## src/rtl/tcb_gpio_irq_if.sv

```systemverilog
// ============================================================================
//  Module      : tcb_gpio_irq_if
//  Description : TCB peripheral bus bundle (flattened request channel,
//                32-bit data, registered response one cycle after transfer).
//  Revision    : 1.0 - initial release
// ============================================================================
`default_nettype none

interface tcb_gpio_irq_if #(
    parameter int ADW = 5
);
    logic            vld;
    logic            rdy;
    logic            wen;
    logic [ADW-1:0]  adr;
    logic [3:0]      ben;
    logic [31:0]     wdt;
    logic [31:0]     rdt;
    logic            err;

    modport master (
        output vld, wen, adr, ben, wdt,
        input  rdy, rdt, err
    );

    modport slave (
        input  vld, wen, adr, ben, wdt,
        output rdy, rdt, err
    );
endinterface

`default_nettype wire

```

## src/rtl/tcb_gpio_irq.sv

```systemverilog
// ============================================================================
//  Module      : tcb_gpio_irq
//  Description : TCB GPIO peripheral with output/enable/input registers,
//                atomic set/clear of OUT, per-pin rise/fall edge detection,
//                sticky W1C status and a level interrupt.
//  Revision    : 1.0 - initial release
// ============================================================================
`default_nettype none

module tcb_gpio_irq #(
    parameter int GW      = 32,
    parameter int CFG_CDC = 2,
    parameter int ADW     = 5
) (
    input  wire logic           clk,
    input  wire logic           rst,
    tcb_gpio_irq_if.slave       tcb,
    output logic [GW-1:0]       gpio_o,
    output logic [GW-1:0]       gpio_e,
    input  wire logic [GW-1:0]  gpio_i,
    output logic                irq
);

    // word index of each register
    localparam logic [2:0] C_A_OUT  = 3'd0;
    localparam logic [2:0] C_A_ENA  = 3'd1;
    localparam logic [2:0] C_A_IN   = 3'd2;
    localparam logic [2:0] C_A_SET  = 3'd3;
    localparam logic [2:0] C_A_CLR  = 3'd4;
    localparam logic [2:0] C_A_RISE = 3'd5;
    localparam logic [2:0] C_A_FALL = 3'd6;
    localparam logic [2:0] C_A_STS  = 3'd7;

    logic [GW-1:0] r_out;
    logic [GW-1:0] r_ena;
    logic [GW-1:0] r_rise;
    logic [GW-1:0] r_fall;
    logic [GW-1:0] r_sts;
    logic [GW-1:0] r_prev;
    logic [31:0]   r_rdt;
    logic          r_err;

    logic [GW-1:0] w_sync;
    logic [2:0]    w_idx;
    logic          w_bad;
    logic          w_wr;
    logic [31:0]   w_bm32;
    logic [GW-1:0] w_wd;
    logic [GW-1:0] w_clr;
    logic [GW-1:0] w_rise_evt;
    logic [GW-1:0] w_fall_evt;
    logic [31:0]   w_rdat;
    logic          w_unused;

    assign tcb.rdy = 1'b1;
    assign w_idx   = tcb.adr[4:2];

    // anything at or above word 8 of the local window is unmapped
    generate
        if (ADW > 5) begin : g_err_decode
            assign w_bad = |tcb.adr[ADW-1:5];
        end else begin : g_no_err_decode
            assign w_bad = 1'b0;
        end
    endgenerate

    // byte-enable mask applied to every write flavour (plain, set, clear, w1c)
    assign w_bm32 = {{8{tcb.ben[3]}}, {8{tcb.ben[2]}}, {8{tcb.ben[1]}}, {8{tcb.ben[0]}}};
    assign w_wd   = tcb.wdt[GW-1:0] & w_bm32[GW-1:0];
    assign w_wr   = tcb.vld & tcb.wen & ~w_bad;
    assign w_clr  = (w_wr && (w_idx == C_A_STS)) ? w_wd : '0;

    // address bits [1:0] and data bits above GW carry no information here
    assign w_unused = ^{tcb.adr[1:0], tcb.wdt, w_bm32};

    // input synchroniser; zero stages samples the pads directly
    generate
        if (CFG_CDC > 0) begin : g_sync
            logic [GW-1:0] r_stage [CFG_CDC];

            // shift pad values through the synchroniser chain
            always_ff @(posedge clk or negedge rst) begin
                if (!rst) begin
                    for (int i = 0; i < CFG_CDC; i++) r_stage[i] <= '0;
                end else begin
                    r_stage[0] <= gpio_i;
                    for (int i = 1; i < CFG_CDC; i++) r_stage[i] <= r_stage[i-1];
                end
            end

            assign w_sync = r_stage[CFG_CDC-1];
        end else begin : g_sync_bypass
            assign w_sync = gpio_i;
        end
    endgenerate

    assign w_rise_evt = w_sync & ~r_prev & r_rise;
    assign w_fall_evt = ~w_sync & r_prev & r_fall;

    // delayed copy of the synchronised inputs for edge detection
    always_ff @(posedge clk or negedge rst) begin
        if (!rst) r_prev <= '0;
        else      r_prev <= w_sync;
    end

    // control registers written from the bus, with byte-masked merge
    always_ff @(posedge clk or negedge rst) begin
        if (!rst) begin
            r_out  <= '0;
            r_ena  <= '0;
            r_rise <= '0;
            r_fall <= '0;
        end else if (w_wr) begin
            case (w_idx)
                C_A_OUT:  r_out  <= (r_out  & ~w_bm32[GW-1:0]) | w_wd;
                C_A_ENA:  r_ena  <= (r_ena  & ~w_bm32[GW-1:0]) | w_wd;
                C_A_SET:  r_out  <= r_out | w_wd;
                C_A_CLR:  r_out  <= r_out & ~w_wd;
                C_A_RISE: r_rise <= (r_rise & ~w_bm32[GW-1:0]) | w_wd;
                C_A_FALL: r_fall <= (r_fall & ~w_bm32[GW-1:0]) | w_wd;
                default:  ;
            endcase
        end
    end

    // sticky status: new events override a simultaneous clear
    always_ff @(posedge clk or negedge rst) begin
        if (!rst) r_sts <= '0;
        else      r_sts <= (r_sts & ~w_clr) | w_rise_evt | w_fall_evt;
    end

    // read-data multiplexer; write-only and unmapped words read as zero
    always_comb begin
        w_rdat = '0;
        if (!w_bad) begin
            case (w_idx)
                C_A_OUT:  w_rdat = 32'(r_out);
                C_A_ENA:  w_rdat = 32'(r_ena);
                C_A_IN:   w_rdat = 32'(w_sync);
                C_A_RISE: w_rdat = 32'(r_rise);
                C_A_FALL: w_rdat = 32'(r_fall);
                C_A_STS:  w_rdat = 32'(r_sts);
                default:  w_rdat = '0;
            endcase
        end
    end

    // registered response, held between transfers
    always_ff @(posedge clk or negedge rst) begin
        if (!rst) begin
            r_rdt <= '0;
            r_err <= 1'b0;
        end else if (tcb.vld) begin
            r_rdt <= tcb.wen ? 32'd0 : w_rdat;
            r_err <= w_bad;
        end
    end

    assign tcb.rdt = r_rdt;
    assign tcb.err = r_err;
    assign gpio_o  = r_out;
    assign gpio_e  = r_ena;
    assign irq     = |r_sts;

endmodule

`default_nettype wire

```

## src/flat_wrapper.sv

```systemverilog
// flat-port wrapper written by rule: the top's interface ports become plain ports
module tcb_gpio_irq_flat 
#(
    parameter int GW      = 32,
    parameter int CFG_CDC = 2,
    parameter int ADW     = 5
)
  (clk, rst, gpio_o, gpio_e, gpio_i, irq, tcb_vld, tcb_wen, tcb_adr, tcb_ben, tcb_wdt, tcb_rdy, tcb_rdt, tcb_err);
  tcb_gpio_irq_if #(.ADW(ADW)) tcb_i ();
  input  wire logic clk;
  input  wire logic rst;
  output logic [GW-1:0] gpio_o;
  output logic [GW-1:0] gpio_e;
  input  wire logic [GW-1:0] gpio_i;
  output logic irq;
  input wire logic [$bits(tcb_i.vld)-1:0] tcb_vld;
  input wire logic [$bits(tcb_i.wen)-1:0] tcb_wen;
  input wire logic [$bits(tcb_i.adr)-1:0] tcb_adr;
  input wire logic [$bits(tcb_i.ben)-1:0] tcb_ben;
  input wire logic [$bits(tcb_i.wdt)-1:0] tcb_wdt;
  output wire logic [$bits(tcb_i.rdy)-1:0] tcb_rdy;
  output wire logic [$bits(tcb_i.rdt)-1:0] tcb_rdt;
  output wire logic [$bits(tcb_i.err)-1:0] tcb_err;
  assign tcb_i.vld = tcb_vld;
  assign tcb_i.wen = tcb_wen;
  assign tcb_i.adr = tcb_adr;
  assign tcb_i.ben = tcb_ben;
  assign tcb_i.wdt = tcb_wdt;
  assign tcb_rdy = tcb_i.rdy;
  assign tcb_rdt = tcb_i.rdt;
  assign tcb_err = tcb_i.err;
  tcb_gpio_irq #(.GW(GW), .CFG_CDC(CFG_CDC), .ADW(ADW)) u_core (.clk(clk), .rst(rst), .tcb(tcb_i), .gpio_o(gpio_o), .gpio_e(gpio_e), .gpio_i(gpio_i), .irq(irq));
endmodule
```

## config.mk

```make
export PLATFORM = sky130hd
export DESIGN_NAME = tcb_gpio_irq_flat
export DESIGN_NICKNAME = d
export VERILOG_FILES = /design/src/rtl/tcb_gpio_irq_if.sv /design/src/rtl/tcb_gpio_irq.sv /design/src/flat_wrapper.sv
export SDC_FILE = /design/constraint.sdc
export NUM_CORES = 1
export LEC_CHECK = 0
export ABC_AREA = 1
export CAP_MARGIN = 25
export CORE_ASPECT_RATIO = 1.2
export CORE_MARGIN = 2
export CORE_UTILIZATION = 55
export CTS_CLUSTER_DIAMETER = 150
export DETAILED_ROUTE_END_ITERATION = 6
export GPL_ROUTABILITY_DRIVEN = 0
export PLACE_DENSITY = 0.8
export SLEW_MARGIN = 5
export SYNTH_ARGS = -nofsm -noshare
export SYNTH_HDL_FRONTEND = slang
export SYNTH_SLANG_ARGS = --single-unit
```

## constraint.sdc

```tcl
create_clock -name clk -period 1.3 [get_ports clk]
set_clock_uncertainty 0.2 [all_clocks]
set_input_delay 0.26 -clock clk [delete_from_list [all_inputs] [get_ports clk]]
set_output_delay 0.26 -clock clk [all_outputs]
set_load 0.02 [all_outputs]
```

# Word-level counts from Yosys, hierarchy flattened
# Cells that the tools add are included.
[word_totals]
register_bits = 288
input_bits = 77
wordCells = 52
output_inout_bits = 99
[op_classes]
n_eq_ne = 7
bitwise_logic = 24
muxes = 4
reduce_logical = 8
[op_table]
columns = ["cell", "n"]
rows = [
  ["$and A32 B32 Y32", 11],
  ["$or A32 B32 Y32", 7],
  ["$pmux W32 S6", 1],
  ["$not A32 Y32", 5],
  ["$pmux W32 S3", 1],
  ["$mux W32", 2],
  ["$reduce_or A32 Y1", 1],
  ["$eq A3 B3 Y1 const B", 4],
  ["$reduce_and A2 Y1", 4],
  ["$eq A3 B2 Y1 const B", 2],
  ["$eq A3 B1 Y1 const B", 1],
  ["$logic_not A3 Y1", 1],
  ["$reduce_bool A3 Y1", 1],
  ["$and A1 B1 Y1", 1],
  ["$logic_and A1 B1 Y1", 1],
]

# Depth between registers and ports, before layout
# Gate-level depths: netlist (run 1).
[logic_depth]
word_depth = 7
mapped_depth = 11
ltp_nobuf = 9

# Worst setup path before layout (run 1)
# Ideal clock, no wire load.
[synth_timing]
path_type = "in2reg"
from = "input tcb_adr[3]"
to = "register u_core.r_sts[16]"
cell_stages = 8
t_required_ns = 0.966
path_slack_ns = -0.311
path_buffers = 3
setup_time_ns = 0.134
arrival_ns = 1.277
cell_sequence = "buf_4 buf_2 nand2_1 nor2_4 nand2_1 clkbuf_1 o21ai_0 o211ai_1"
[synth_via]
elab_chain_len = 7
[synth_lines]
columns = ["element", "line_no", "source"]
rows = [
  ["start: declaration", "flat_wrapper.sv:18", "input wire logic [$bits(tcb_i.adr)-1:0] tcb_adr;"],
  ["$eq A3 B3 Y1", "tcb_gpio_irq.sv:71", "assign w_clr = (w_wr && (w_idx == C_A_STS)) ? w_wd : '0;"],
  ["$logic_and A1 B1 Y1", "tcb_gpio_irq.sv:71", ""],
  ["$mux W32", "tcb_gpio_irq.sv:71", ""],
  ["$not A32 Y32", "tcb_gpio_irq.sv:129", "else r_sts <= (r_sts & ~w_clr) | w_rise_evt | w_fall_evt;"],
  ["$and A32 B32 Y32", "tcb_gpio_irq.sv:129", ""],
  ["$or A32 B32 Y32 (2 in a row)", "tcb_gpio_irq.sv:129", ""],
  ["end signal: assignment", "tcb_gpio_irq.sv:129", ""],
  ["end: declaration", "tcb_gpio_irq.sv:38", "logic [GW-1:0] r_sts;"],
]
# No other way between the ends.
# A chain may end at the register's enable or synchronous reset.

# Worst setup path after layout (run 1)
[layout_timing]
from = "register u_core.r_sts[11]"
to = "output irq"
[layout_via]
elab_chain_len = 1
[layout_lines]
columns = ["element", "line_no", "source"]
rows = [
  ["$reduce_or A32 Y1", "tcb_gpio_irq.sv:163", "assign irq = |r_sts;"],
  ["end: declaration", "flat_wrapper.sv:15", "output logic irq;"],
]
# No other way between the ends.

==> results of run 1 <==
## placed cells by master, fill, tap and decap left out, types with 17 or more instances in the layout
cell	n
buf_4	201
clkbuf_16	31
nor2_1	71
buf_12	24
dlygate4sd3_1	33
inv_1	102
o21ai_0	70
nand3_2	24
buf_6	139
nand4_1	149
nand2_2	17
nand3_1	77
dfrtp_1	286
clkdlybuf4s50_1	66
o21ai_1	65
nand2_1	493
## cell type report
type | count | area share, %
repair buffers | 473 | 25.2
multi-input cells | 1021 | 26.5
clock inverters | 21 | 1.21
diodes | 2 | 0.0270
clock buffers | 32 | 4.08
well taps | 279 | 1.88
inverters | 112 | 2.29
flip-flops and latches | 288 | 38.9
## logic make-up after synthesis
group | Yosys count | share of synthesized area (%)
flip-flops | 288 | 57.2
buffers and inverters | 200 | 6.37
AND/OR/NAND/NOR | 861 | 29.9
AO/OA/AOI/OAI | 158 | 6.46
other | 2 | 0.0596
## metrics by stage
step / hold WS, ns / setup WS (ns)
CTS: -0.0315 / -0.953
global route: -0.0167 / -1.07
detailed placement: -0.0478 / -0.771
global placement: -0.0488 / -0.753
floorplan: -0.236 / -0.156
finish: -0.0427 / -1.09
## power by group through the flow
stage | Sequential [mW] | Clock, mW | Combinational (mW)
final | 11.1 | 8.77 | 6.27
after detailed placement | 11.0 | 0 | 5.33
after global placement | 11.0 | 0 | 5.19
after global routing | 11.2 | 9.12 | 6.70
after CTS | 11.0 | 8.64 | 5.89
after floorplan | 11.5 | 0 | 1.66
## critical path, stage by stage (launching register included)
cell	delay, ns
dfrtp_1	0.40
nor2_1	0.15
nand4_1	0.18
nor2_2	0.21
nand4_1	0.22
buf_4	0.23
## layer usage
metal	share of wire, %	wire, um	vias up
li1	-	-	5817
met1	35	15800	6352
met2	49	22100	1056
met3	10	4710	310
met4	6.5	2950	0
met5	0	0	-
## path summary, 6_finish.rpt
kind,from,to
min,rst,u_core.r_prev[15]
min in group clk,tcb_ben[1],u_core.gpio_o[15]
min reg2reg,u_core.g_sync.r_stage[33],u_core.w_sync[1]
max reg2reg,u_core.gpio_o[23],u_core.tcb.rdt[23]
max,u_core.r_sts[11],irq
max in group asynchronous,rst,u_core.tcb.rdt[9]
## timing repair
item                       4_1_cts  5_1_grt
buffers inserted                41       47
gates resized for setup        606      109
setup endpoints to repair      258      154
pin swaps                       17      118
hold endpoints to repair       320       12
cloned                           0        2
==> impl_metrics.toml, run 1 <==
[run_status]
status = "complete, but fails checks"
violations = "design-rule violations, negative hold slack, negative setup slack"

[yosys]
syn_inst = 1509
syn_area_per_cell_um2 = 8.35
yosysTopAreaCell = "dfrtp_1"
ys_seq_area_share_pct = 57.2
synthArstFlopShare_pct = 100
synth_area_mm2 = 0.0126
post_synth_num_cell_types = 24
synth_common_cells = "517 x nand2_1, 288 x dfrtp_1, 149 x nand4_1"
ys.warnings.count = 0
syn_nets = 1586
synth_ff_type = "dfrtp_1"
synth-seq-cells = 288
synth.most_common_cell = "nand2_1"
synth_top_area_share_pct = 57.2
synth_edf_count = 0
synthTopCellsByArea = "dfrtp_1 57%, nand2_1 15%, nand4_1 7.4%"

[grt]
track_usage_pct = 35.6
grt_max_degree = 46
grt_util_met1_pct = 44.3
busiest_layer = "met2"
met3_usage_pct = 6.30
grt_pass1_wl_um = 67800
grt_pass1_vias = 13500
grtUsageMet2_pct = 58.1
antenna_found_initial = 2
grt_overflow = 0

[clock_network]
clk_latency_ns = 0.57
cts_max_level = 1
clk_path_buf_depth = 3
cts_buffers = 29
cts_root_buffer = "clkbuf_16"
clock_sinks = 288
cts_tree = "yes"
hold_buffers = 33
clk_pin_slew_ns = 0.07

[pwr]
seq_power_share_pct = 42.5
power.switching_fraction_pct = 30.4
combPwrFrac_pct = 24.0
clkPwrFrac_pct = 33.5
power.leakage_nw = 9.24
vdd_drop_max_uv = 1280
internal-power_mw = 18.2
power_mw = 26.1
powerDensity_mw_per_mm2 = 1410
power_switching_mw = 7.95

[floorplanning]
die_y_um = 170
die_area_mm2 = 0.0241
io_pins = 176
start_util_pct = 56.1
core-area_mm2 = 0.0224
std_cell_rows = 60
die_w_um = 142

[place]
numPortBuffers = 171
dp.cells = 2098
dpl_cell_area_mm2 = 0.0163
dpl.hpwl_um = 26600

[route]
post-route-drc-count = 6
drt.antenna.violating_nets = 0
drtPass1Iterations = 7
via_per_inst = 6.07
routed_wl_um = 45600
wl_per_cell_um = 20.5
vias = 13500
drtIter0Drc = 1707

[worst_setup_path]
cp_data_arrival_time_ns = 1.93
r2r_setup_slack_ns = -0.10
criticalPathCategory = "reg -> out"
critPathLaunchType = "flop"
endpoint_kind = "output pin"
r2r_cells = 8
crit_fanout = 2
worstPathRequired_ns = 0.84

[cells_and_area]
final_area_mm2 = 0.0186
fillers = 1213
seqCellArea_mm2 = 0.00721
drive_gt1_share_pct = 26.4
nets = 2002
multi_input_area_mm2 = 0.00491
fin_util_pct = 82.7
syn2layout_area_growth_pct = 47.2
stdcell_count = 2228

[sta]
max_freq_mhz = 418
fin_setup_tns_ns = -26.11
hold_viol = 17
slew_viol_final = 0
timing.final.crit_share_pct = 184
worst_hold_slack_ns = -0.0427
period_needed_ns = 2.39
rsz0062_at_grt = "yes"
fin_ws_ns = -1.09
setup_viol = 107

[run]
maxCapViolCount = 0

[min_path]
min_path_type = "in -> async"
Power figures use the tool's default switching activity.
==> run 2, diff against run 1 <==
SKIP_LAST_GASP = 1   (was unset)
SLEW_MARGIN = unset   (was 5)
==> run 2 against run 1 <==
The run still ends with design-rule violations, negative hold slack, negative setup slack left. Sequential power is essentially flat. Via count fell by 1.0%. Critical endpoint unchanged. Maximum frequency increased by 3.1%. Wire length decreased by 3.5%. Global-route usage is 0.40 points lower. Die area unchanged. Setup slack improved by 0.071 ns. Register-to-register slack barely moved. Non-clock buffer count fell by 2. Critical path depth is the same. Clock power fell by 0.7%. Utilization is 0.36 points lower.
==> impl_metrics.toml, run 2 (synthesized netlist as in run 1, its figures left out) <==
[route]
post-route-drc-count = 1
vias = 13400
drtPass1Iterations = 7
via_per_inst = 6.02
routed_wl_um = 44000
drtIter0Drc = 1552
wl_per_cell_um = 19.8
drt.antenna.violating_nets = 0

[min_path]
min_path_type = "in -> async"

[pwr]
internal-power_mw = 18.2
power.switching_fraction_pct = 30.1
combPwrFrac_pct = 23.8
seq_power_share_pct = 42.6
power.leakage_nw = 9.20
vdd_drop_max_uv = 1270
powerDensity_mw_per_mm2 = 1410
clkPwrFrac_pct = 33.5
power_mw = 26.0
power_switching_mw = 7.81

[grt]
grt_overflow = 0
grt_pass1_wl_um = 67100
grt_max_degree = 46
antenna_found_initial = 2
grt_pass1_vias = 13400
track_usage_pct = 35.2

[cells_and_area]
seqCellArea_mm2 = 0.00721
nets = 2000
drive_gt1_share_pct = 26.0
multi_input_area_mm2 = 0.00491
final_cell_mix = "496 x nand2_1, 287 x dfrtp_1, 208 x buf_4, 149 x nand4_1, 132 x buf_6"
layout_commonest_cell = "nand2_1"
fillers = 1240
syn2layout_area_growth_pct = 46.6
fin_util_pct = 82.3

[sta]
max_freq_mhz = 430
hold_viol = 14
worst_hold_slack_ns = -0.0301
timing.final.crit_share_pct = 179
setup_viol = 112
fin_setup_tns_ns = -25.57
period_needed_ns = 2.32
rsz0062_at_grt = "yes"
fin_ws_ns = -1.02
slew_viol_final = 0

[worst_setup_path]
cpMaxStageDelayCell = "dfrtp_1"
cp_common_cell = "nand4_1"
crit_fanout = 2
cp_num_cells = 5
criticalPathCategory = "reg -> out"
crit_path_max_incr_delay_ns = 0.39
r2r_setup_slack_ns = -0.11
crit_chain = "nor2_1, nand4_1, nor2_2, nand4_1, buf_4"
r2r_cells = 8
cp_top_family = "simple AND/OR/NAND/NOR gates"
worstPathRequired_ns = 0.84
critPathLaunchType = "flop"
endpoint_kind = "output pin"
path_buf_inv = 1
cp_data_arrival_time_ns = 1.86

[floorplanning]
core-area_mm2 = 0.0224
start_util_pct = 56.1
die_area_mm2 = 0.0241
std_cell_rows = 60
die_y_um = 170
die_w_um = 142
io_pins = 176

[clock_network]
clk_pin_slew_ns = 0.07
cts_root_buffer = "clkbuf_16"
clk_path_buf_depth = 3
hold_buffers = 33
cts_max_level = 1
clock_sinks = 288
cts_tree = "yes"
cts_buffers = 29
clk_latency_ns = 0.55

[run]
maxCapViolCount = 0

[run_status]
violations = "design-rule violations, negative hold slack, negative setup slack"
status = "complete, but fails checks"

[place]
dpl.hpwl_um = 26600
numPortBuffers = 171
pre_cts_slack_ns = -0.771
[run 2: cell count changes in the layout (fill, tap and decap cells not counted), moves of 2 or more]
cell and change:
buf_4 +7, buf_6 -7, nand2_1 +3, nand2_2 -2, nor2_1 +2, nor2_2 -2
[run 2: timing repair]
item / CTS / global route
gates resized for setup: 596 / 105
pin swaps: 12 / 118
hold endpoints to repair: 320 / 12
buffers inserted: 41 / 48
cloned: 0 / 1
setup endpoints to repair: 258 / 150
[run 2: final cells by class]
cell class / instances / share of cell area, %
clock inverter: 21 / 1.22
sequential: 288 / 39.0
timing repair buffer: 471 / 24.9
antenna: 2 / 0.0271
inverter: 112 / 2.30
multi-input combinational: 1021 / 26.6
tap: 279 / 1.89
clock buffer: 32 / 4.10
[run 2: power by group through the flow]
stage,Clock [mW],Combinational (mW),Sequential [mW]
after detailed placement,0,5.33,11.0
after global placement,0,5.19,11.0
after floorplan,0,1.66,11.5
after global routing,9.09,6.64,11.1
final,8.71,6.19,11.1
after CTS,8.64,5.88,11.0
[run 2: path summary, 6_finish.rpt]
path,startpoint,to
setup / recovery,u_core.r_sts[14],irq
hold / removal,rst,u_core.r_prev[15]
setup reg to reg,u_core.gpio_o[11],u_core.tcb.rdt[11]
hold reg to reg,u_core.g_sync.r_stage[33],u_core.w_sync[1]
max in group asynchronous,rst,u_core.g_sync.r_stage[35]
min in group clk,tcb_ben[1],u_core.gpio_o[15]
[run 2: routing by layer]
metal / vias up / track usage [%] / share of wire [%]
met5: - / 0 / 0
met4: 0 / 19.9 / 5.6
met3: 234 / 6.30 / 9.1
met2: 970 / 57.8 / 49
met1: 6373 / 44.1 / 36
li1: 5822 / - / -
[run 2: stage by stage]
stage	cell area (um2)	instances
2_1_floorplan	12900	1509
3_3_place_gp	16300	2098
3_5_place_dp	16300	2098
4_1_cts	18100	2223
5_1_grt	18500	2225
6_report	18500	2226
